<file path="src/rtl/seg_pkg.sv">
// Shared types and constants for the 7-segment display arbiter.
// Segment patterns are active-low, bit order {g,f,e,d,c,b,a}.
package seg_pkg;

    typedef enum logic [1:0] {
        ST_IDLE  = 2'd0,
        ST_SCORE = 2'd1,
        ST_MSG   = 2'd2
    } arb_state_t;

    typedef logic [1:0] digit_t;

    localparam logic [6:0] BLANK = 7'h7F;
    localparam logic [6:0] PAT_0 = 7'h40;
    localparam logic [6:0] PAT_1 = 7'h79;
    localparam logic [6:0] PAT_2 = 7'h24;
    localparam logic [6:0] PAT_3 = 7'h30;
    localparam logic [6:0] PAT_4 = 7'h19;
    localparam logic [6:0] PAT_5 = 7'h12;
    localparam logic [6:0] PAT_6 = 7'h02;
    localparam logic [6:0] PAT_7 = 7'h78;
    localparam logic [6:0] PAT_8 = 7'h00;
    localparam logic [6:0] PAT_9 = 7'h10;

    // Digit 3 is the leftmost position and lives in bits [27:21].
    function automatic logic [6:0] glyph_at(input logic [27:0] glyphs, input digit_t d);
        return glyphs[d*7 +: 7];
    endfunction

    function automatic logic [3:0] anode_for(input digit_t d);
        logic [3:0] onehot;
        onehot = 4'b0001 << d;
        return ~onehot;
    endfunction

endpackage

</file>
<file path="src/rtl/seg_bcd_decode.sv">
// Combinational decimal digit to active-low 7-segment pattern.
// Values above 9 decode to BLANK, which the top uses to suppress leading zeros.
module seg_bcd_decode
    import seg_pkg::*;
(
    input  logic [3:0] value,
    output logic [6:0] pattern
);

    always_comb begin
        case (value)
            4'd0:    pattern = PAT_0;
            4'd1:    pattern = PAT_1;
            4'd2:    pattern = PAT_2;
            4'd3:    pattern = PAT_3;
            4'd4:    pattern = PAT_4;
            4'd5:    pattern = PAT_5;
            4'd6:    pattern = PAT_6;
            4'd7:    pattern = PAT_7;
            4'd8:    pattern = PAT_8;
            4'd9:    pattern = PAT_9;
            default: pattern = BLANK;
        endcase
    end

endmodule

</file>
<file path="src/rtl/seg_scan_arbiter.sv">
// Two-requester owner arbitration and digit multiplexing for the 4-digit display.
// Optional SEG_BLANK_EN inserts a blank cycle before every digit to suppress ghosting.
module seg_scan_arbiter
    import seg_pkg::*;
#(
    parameter int HOLD_SCANS = 16
) (
    input  logic        segclk,
    input  logic        clr,
    input  logic        req_score,
    input  logic [3:0]  score_l,
    input  logic [3:0]  score_r,
    input  logic        req_msg,
    input  logic [27:0] msg_glyph,
    output logic        gnt_score,
    output logic        gnt_msg,
    output logic [6:0]  seg,
    output logic [3:0]  an,
    output logic        scan_done
);

    localparam logic [7:0] HOLD_MAX = 8'(HOLD_SCANS);

    arb_state_t  state, state_nx, last_owner, last_nx, grant, other;
    digit_t      digit, digit_nx;
    logic [7:0]  hold, hold_nx, hold_inc;
    logic [27:0] shadow, shadow_nx, score_glyph, new_glyph;
    logic [6:0]  seg_nx;
    logic [3:0]  an_nx;
    logic        done_nx, start, at_boundary, other_req, own_req;
    logic [3:0]  tens_l, ones_l, tens_r, ones_r;
`ifdef SEG_BLANK_EN
    logic        phase, phase_nx;
`endif

    // A tens value of 15 is out of range for the decoder and so renders blank.
    assign tens_l = (score_l >= 4'd10) ? 4'd1 : 4'd15;
    assign ones_l = (score_l >= 4'd10) ? score_l - 4'd10 : score_l;
    assign tens_r = (score_r >= 4'd10) ? 4'd1 : 4'd15;
    assign ones_r = (score_r >= 4'd10) ? score_r - 4'd10 : score_r;

    seg_bcd_decode u_dec_tl (.value(tens_l), .pattern(score_glyph[27:21]));
    seg_bcd_decode u_dec_ol (.value(ones_l), .pattern(score_glyph[20:14]));
    seg_bcd_decode u_dec_tr (.value(tens_r), .pattern(score_glyph[13:7]));
    seg_bcd_decode u_dec_or (.value(ones_r), .pattern(score_glyph[6:0]));

    assign other     = (state == ST_SCORE) ? ST_MSG : ST_SCORE;
    assign other_req = (state == ST_SCORE) ? req_msg : req_score;
    assign own_req   = (state == ST_SCORE) ? req_score : req_msg;
    assign hold_inc  = (hold >= HOLD_MAX) ? HOLD_MAX : hold + 8'd1;
`ifdef SEG_BLANK_EN
    assign at_boundary = !phase && (digit == 2'd0);
`else
    assign at_boundary = (digit == 2'd0);
`endif

    always_comb begin
        state_nx  = state;
        last_nx   = last_owner;
        digit_nx  = digit;
        hold_nx   = hold;
        shadow_nx = shadow;
        seg_nx    = BLANK;
        an_nx     = 4'hF;
        done_nx   = 1'b0;
        grant     = ST_IDLE;
        start     = 1'b0;
        new_glyph = msg_glyph;
`ifdef SEG_BLANK_EN
        phase_nx  = phase;
`endif
        if (state == ST_IDLE) begin
            hold_nx  = '0;
            digit_nx = 2'd3;
            if (req_score && req_msg) begin
                start = 1'b1;
                grant = (last_owner == ST_SCORE) ? ST_MSG : ST_SCORE;
            end else if (req_score) begin
                start = 1'b1;
                grant = ST_SCORE;
            end else if (req_msg) begin
                start = 1'b1;
                grant = ST_MSG;
            end
        end else if (at_boundary) begin
            if (hold_inc < HOLD_MAX) begin
                start   = 1'b1;
                grant   = state;
                hold_nx = hold_inc;
            end else if (other_req) begin
                start   = 1'b1;
                grant   = other;
                last_nx = state;
                hold_nx = '0;
            end else if (own_req) begin
                start   = 1'b1;
                grant   = state;
                hold_nx = hold_inc;
            end else begin
                state_nx = ST_IDLE;
                last_nx  = state;
                hold_nx  = '0;
                digit_nx = 2'd3;
            end
        end else begin
`ifdef SEG_BLANK_EN
            if (phase) begin
                phase_nx = 1'b0;
                seg_nx   = glyph_at(shadow, digit);
                an_nx    = anode_for(digit);
                done_nx  = (digit == 2'd0);
            end else begin
                phase_nx = 1'b1;
                digit_nx = digit - 2'd1;
            end
`else
            digit_nx = digit - 2'd1;
            seg_nx   = glyph_at(shadow, digit_nx);
            an_nx    = anode_for(digit_nx);
            done_nx  = (digit_nx == 2'd0);
`endif
        end

        // Every new scan latches the owner's glyphs so the scan cannot tear.
        new_glyph = (grant == ST_SCORE) ? score_glyph : msg_glyph;
        if (start) begin
            state_nx  = grant;
            digit_nx  = 2'd3;
            shadow_nx = new_glyph;
`ifdef SEG_BLANK_EN
            phase_nx  = 1'b1;
`else
            seg_nx    = new_glyph[27:21];
            an_nx     = anode_for(2'd3);
`endif
        end
    end

    always_ff @(posedge segclk or posedge clr) begin
        if (clr) state <= ST_IDLE;
        else     state <= state_nx;
    end

    always_ff @(posedge segclk or posedge clr) begin
        if (clr) begin
            last_owner <= ST_MSG;
            digit      <= 2'd3;
            hold       <= '0;
            shadow     <= '1;
            seg        <= BLANK;
            an         <= 4'hF;
            scan_done  <= 1'b0;
            gnt_score  <= 1'b0;
            gnt_msg    <= 1'b0;
        end else begin
            last_owner <= last_nx;
            digit      <= digit_nx;
            hold       <= hold_nx;
            shadow     <= shadow_nx;
            seg        <= seg_nx;
            an         <= an_nx;
            scan_done  <= done_nx;
            gnt_score  <= (state_nx == ST_SCORE);
            gnt_msg    <= (state_nx == ST_MSG);
        end
    end

`ifdef SEG_BLANK_EN
    always_ff @(posedge segclk or posedge clr) begin
        if (clr) phase <= 1'b0;
        else     phase <= phase_nx;
    end
`endif

endmodule

</file>
<file path="config.mk">
export PLATFORM = sky130hd
export DESIGN_NAME = seg_scan_arbiter
export DESIGN_NICKNAME = d
export VERILOG_FILES = /design/src/rtl/seg_pkg.sv /design/src/rtl/seg_bcd_decode.sv /design/src/rtl/seg_scan_arbiter.sv
export SDC_FILE = /design/constraint.sdc
export NUM_CORES = 1
export LEC_CHECK = 0
export ABC_AREA = 1
export CELL_PAD_IN_SITES_DETAIL_PLACEMENT = 0
export CELL_PAD_IN_SITES_GLOBAL_PLACEMENT = 1
export CORE_MARGIN = 2
export CORE_UTILIZATION = 35
export DETAILED_ROUTE_END_ITERATION = 10
export PLACE_DENSITY = 0.76
export SLEW_MARGIN = 20
export SYNTH_ARGS = -nofsm -noshare
export SYNTH_HDL_FRONTEND = slang
export SYNTH_SLANG_ARGS = --single-unit
export TNS_END_PERCENT = 100
</file>
<file path="constraint.sdc">
create_clock -name segclk -period 6 [get_ports segclk]
set_input_delay 0.9 -clock segclk [delete_from_list [all_inputs] [get_ports segclk]]
set_output_delay 0.9 -clock segclk [all_outputs]
set_load 0.1 [all_outputs]
</file>
# Word-level counts from Yosys, hierarchy flattened
# Memories as Yosys holds them, arrays and structs flattened.
# Index checks and enable logic that the tools add are counted.
[op_classes] addsub=4 n_eq_ne=9 magnitude_cmp=4 multipliers=1 n_div=0 shift=2 bitwise=3 mux=52 reduce_logical=7
[op_table] operator="$mux 8" n=6
[op_table] operator="$mux 2" n=23
[op_table] operator="$mux 28" n=1
[op_table] operator="$mux 4" n=7
[op_table] operator="$shiftx 28x6->7" n=1
[op_table] operator="$mux 7" n=3
[op_table] operator="$mux 1" n=12
[op_table] operator="$add 8x1->8 const B" n=1
[op_table] operator="$eq 2x1->1 const B" n=4
[op_table] operator="$ge 4x4->1 const B" n=2
[op_table] operator="$ge 8x5->1 const B" n=1
[op_table] operator="$lt 8x5->1 const B" n=1
[op_table] operator="$ne 4x3->1 const B" n=2
[op_table] operator="$sub 4x4->4 const B" n=2
[op_table] operator="$logic_not 2->1" n=3
[op_table] operator="$mul 2x3->5 const B" n=1
[op_table] operator="$ne 4x4->1 const B" n=1
[op_table] operator="$not 4->4" n=1
[op_table] operator="$reduce_and 4->1" n=1
[op_table] operator="$shl 1x2->4 const A" n=1
[op_table] operator="$reduce_and 3->1" n=1
[op_table] operator="$eq 2x2->1 const B" n=1
[op_table] operator="$ne 2x2->1 const B" n=1
[op_table] operator="$not 1->1" n=2
[op_table] operator="other kinds (3)" n=3
[word_totals] register_bits=56 word_cells=96 romBits=448 n_memories=4 latchBits=0 inputBits=40 output_inout_bits=14 mem_bits_rw=0
[memory_table] name="(name not given)" depth=16 word_bits=7 rd=1 rd_clocked_by_memory_dff=0 wr=0 line_no="seg_bcd_decode.sv:11" source="case (value)"
[memory_table] name="(name not given)" depth=16 word_bits=7 rd=1 rd_clocked_by_memory_dff=0 wr=0 line_no="seg_bcd_decode.sv:11"
[memory_table] name="(name not given)" depth=16 word_bits=7 rd=1 rd_clocked_by_memory_dff=0 wr=0 line_no="seg_bcd_decode.sv:11"
[memory_table] name="(name not given)" depth=16 word_bits=7 rd=1 rd_clocked_by_memory_dff=0 wr=0 line_no="seg_bcd_decode.sv:11"

# Longest topological paths before layout
[logic_depth] word_depth=10 depth_mapped=13 ltp_nobuf=12

# Cells and area by module
# Synthesis repeated with hierarchy kept, for this count alone.
[unflattened] cells_unflattened=581 hier_area_um2=4085.2
[by_module_without_submodules] module="seg_scan_arbiter" area_per_inst_um2=3334.4 cells_per_inst=441 seq_area_each_um2=1453.9 n_inst=1
[by_module_without_submodules] module="seg_bcd_decode" area_per_inst_um2=187.7 cells_per_inst=35 seq_area_each_um2=0.0 n_inst=4

# Worst setup path before layout
# No wires, ideal clock.
[synth_path] kind="input -> register" startpoint="input score_r[3]" endpoint="register shadow[3]" required_time_ns=5.924 setup_ns=0.076 t_arrival_ns=1.910 setup_slack_ns=4.015 cell_stages=11 path_cell_list="nand2_1 inv_1 nor2_1 ha_1 nand3b_1 nand3_1 nand2_1 nand3_1 nand2_1 nand2_1 nand2_1"
[synth_between] elab_chain_cells=4 elab_cells_between_ends=5 classes_between="add/sub (1); order compare (1); mux (2); memory (1)"
[synth_rtl] element="start: declaration" line_no="seg_scan_arbiter.sv:12" source="input logic [3:0] score_r,"
[synth_rtl] element="$sub 4x4->4 or $ge 4x4->1 (tied branches)" line_no="seg_scan_arbiter.sv:40" source="assign ones_r = (score_r >= 4'd10) ? score_r - 4'd10 : score_r;"
[synth_rtl] element="$mux 4 (*)" line_no="seg_scan_arbiter.sv:40"
[synth_rtl] element="$mem_v2 16x7 (*)"
[synth_rtl] element="$mux 28 (*)" line_no="seg_scan_arbiter.sv:125" source="new_glyph = (grant == ST_SCORE) ? score_glyph : msg_glyph;"
[synth_rtl] element="end signal: assignment" line_no="seg_scan_arbiter.sv:159" source="shadow <= shadow_nx;"
[synth_rtl] element="end: declaration" line_no="seg_scan_arbiter.sv:27" source="logic [27:0] shadow, shadow_nx, score_glyph, new_glyph;"
# Every way passes the cells marked *; elsewhere a longest branch is shown, timed or not.
# A chain may end at the register's enable or synchronous reset.

# Final worst setup path
[layout_path] startpoint="register digit[0]" endpoint="register shadow[10]"
[layout_between] elab_chain_cells=5 elab_cells_between_ends=7 classes_between="eq/ne (1); mux (5); reduce/logical (1)"
[layout_rtl] element="start: declaration" line_no="seg_scan_arbiter.sv:25" source="digit_t digit, digit_nx;"
[layout_rtl] element="start signal: assignment" line_no="seg_scan_arbiter.sv:157" source="digit <= digit_nx;"
[layout_rtl] element="$logic_not 2->1 (*)" line_no="seg_scan_arbiter.sv:54" source="assign at_boundary = (digit == 2'd0);"
[layout_rtl] element="$mux 2" line_no="seg_scan_arbiter.sv:85" source="end else if (at_boundary) begin"
[layout_rtl] element="$mux 2" line_no="seg_scan_arbiter.sv:72" source="if (state == ST_IDLE) begin"
[layout_rtl] element="$eq 2x1->1" line_no="seg_scan_arbiter.sv:125"
[layout_rtl] element="$mux 28" line_no="seg_scan_arbiter.sv:125"
# Marks and branches as above.

==> results by group <==
Clocking
  – CTS tree: built
  – Later-pin clock latency in the skew report: 310 ps
  – CTS clk-pin slew, worst paths: 90 ps
  – PostCTS Resize Cnt: 0
  – Post-CTS setup buffers: 0
  – Hold buffers post-CTS: 0
  – CTS sink count: 56
  – Num CTS Buffers: 5
  – Max H-tree Level: 2
  – Root Driver: clkbuf_8
  – Max clock buf depth: 2

Logic synthesis
  – Synth Area per Inst: 7.45 um2
  – Netlist cell types: 35
  – Yosys top cell area share: 32.0%
  – Post-synth design cell area: 3450 um2
  – Mapped Nets: 523
  – Sequential area share after synthesis: 42.1%
  – Synth area leader: dfstp_2
  – Count leader, synth: nand2_1
  – EDFF count, synth: 0
  – #FFs+latches synth: 56
  – Largest cells by area after synthesis: dfstp_2 (32%), nand2_1 (18%), dfrtp_1 (10%)
  – Asr flop ratio synth: 100%
  – Synth Flop Type: dfstp_2
  – Yosys warns: 0
  – Cells after Synth: 463
  – Post-synth top cells: nand2_1 (162), inv_1 (47), dfstp_2 (42)

STA
  – Hold Vio Cnt, Final: 0
  – RSZ-0062 raised after global routing: false
  – Hold slack: 471 ps
  – Period minus WS final: 3300 ps
  – Slew @ Worst Pin: 967 ps
  – Setup TNS: 0 ps
  – Final WS setup: 2700 ps
  – Max_slew headroom: 35.4%
  – Fin. max-slew vios: 0
  – Fmax: 303 MHz
  – Clock skew: 4.12 ps
  – Fin crit share: 55.1%
  – Setup-failing EPs final: 0

Worst setup path
  – Critical path class: reg -> reg
  – Crit path from: digit[0]$_DFFE_PP1P_
  – Worst R2R Start: digit[0]$_DFFE_PP1P_
  – Req. time, crit path: 6240 ps
  – Crit. End Element: register
  – Worst Path Max Fanout: 35
  – Startpoint types: register
  – WP data arrival: 3550 ps

Cells and area
  – FF+latch area: 1450 um2
  – Nets: 569
  – Ant diodes: 0
  – Area Growth Syn to Fin: 20.6%
  – Area occupied by multi-input gates: 1710 um2
  – # fillers: 1027
  – Share of post-route cells with drive strength above 1: 13.3%

Global routing
  – Largest net degree at the start of global routing: 57
  – First-pass GRT wire length: 13100 um
  – Tot GR Track Use: 15.4%
  – Vias in the first global route: 2751
  – Initial antenna violation count: 0
  – GRT Residual Overflow: 0

Floorplanning
  – Top Ports: 54
  – Chip width: 103 um
  – Initial Util: 35.6%
  – Die area: 10700 um2
  – Core footprint: 9680 um2
  – Std cell rows: 36
  – Die Height: 103 um

Route
  – Final ANT Viol Nets: 0
  – Via Count: 2970
  – DRC marker count from the first detailed-route iteration: 186
  – # DRC: 0
  – Routed wire length: 7580 um
  – Detailed Routing Iterations Pass 1: 4
  – WL/cell: 11.8 um
  – Average vias per placed instance: 4.62

Place
  – Post-DP HPWL: 5610 um
  – Pre-CTS setup slack: 2680 ps
  – I/O Buffers: 53
  – Placer Congestion: 0.843

Power and ir drop
  – Clock share of power: 9.8%
  – Maximum vdd drop: 0.236 mV
  – Internal cell power: 1080 uW
  – Part of the power in registers: 33.5%
  – Sw frac: 50.2%
  – Pwr Total: 2170 uW
  – Power Density: 521 nW/um2
  – Leak Pwr: 0.00209 uW
  – Net load switching power: 1090 uW
  – Comb pwr share: 56.7%

Run
  – MaxCap Viol Count: 0

Hold path
  – Hold crit path type: reg -> reg
  – Hold Startpoint: shadow[8]$_DFFE_PP1P_

Run status
  – Outcome: finished, final reports clean
[placed cells by master, fill, tap and decap left out, drive strengths merged, types with 6 or more instances in the layout]
| cell | instances |
|---|---|
| clkdlybuf4s50 | 53 |
| o211ai | 6 |
| clkbuf | 8 |
| inv | 53 |
| nand2 | 166 |
| nor2 | 40 |
| ha | 20 |
| o21ai | 24 |
| a21oi | 22 |
| dfrtp | 14 |
| dfstp | 42 |
| nand3 | 41 |
| nand3b | 8 |
[logic make-up after synthesis]
| family | synth area share, % |
|---|---|
| and+or+nand+nor | 32.2 |
| buffers and inverters | 8.34 |
| AOI/OAI and AO/OA | 9.79 |
| DFF | 42.1 |
| adders and majority gates | 7.25 |
| xor gates and xnor gates | 0.254 |
[flip-flops by register name (all words and copies together), names as in the netlist]
| name | count |
|---|---|
| hold | 8 |
| seg | 7 |
| shadow | 28 |
| an | 4 |
| state | 2 |
| gnt_msg | 1 |
| last_owner | 2 |
| digit | 2 |
| gnt_score | 1 |
| scan_done | 1 |
[metrics by stage]
stage	instance area (um2)	cells	utilization (%)
global placement	4070	635	42.0
CTS	4160	643	42.9
detailed placement	4070	635	42.0
floorplan	3450	463	-
global route	4160	643	42.9
finish	4160	643	42.9
[power by group through the flow]
stage / combinational, uW / sequential [uW] / clock [uW]
5_1_grt: 1370 / 749 / 235
3_3_place_gp: 1210 / 734 / 0
4_1_cts: 1240 / 727 / 219
6_report: 1230 / 726 / 212
2_1_floorplan: 685 / 1020 / 0
3_5_place_dp: 1230 / 733 / 0
[layout make-up]
type,instances,area share (%)
multi-input combinational,338,41.1
sequential,56,35.0
timing repair buffer,54,12.9
inverter,54,4.87
tap,133,4.00
clock buffer,8,2.17
[path summary, 6_finish.rpt]
kind,to,slack (ps),cells past startpoint
max in group asynchronous,state[1]$_DFF_PP0_,4460,3
worst min register to register,shadow[8]$_DFFE_PP1P_,470,2
worst max register to register,shadow[10]$_DFFE_PP1P_,2700,7
worst min-delay path,shadow[8]$_DFFE_PP1P_,470,2
min in group asynchronous,hold[5]$_DFFE_PP0P_,1100,3
worst max-delay path,shadow[10]$_DFFE_PP1P_,2700,7
[critical path, stage by stage, from the launching register on]
cell and delay, ps:
dfstp_2 680, inv_1 320, ha_1 410, nor2_1 730, a21oi_4 320, inv_2 530, nor2_1 80, a21oi_1 150
[metal layers]
layer	vias to the layer above	GRT usage, %	wire length, um
met5	-	0	0
met4	0	3.64	80
met3	5	2.02	289
met2	61	24.4	3400
met1	1351	22.6	3810
li1	1553	-	-
(Power assumes the default switching activity.)
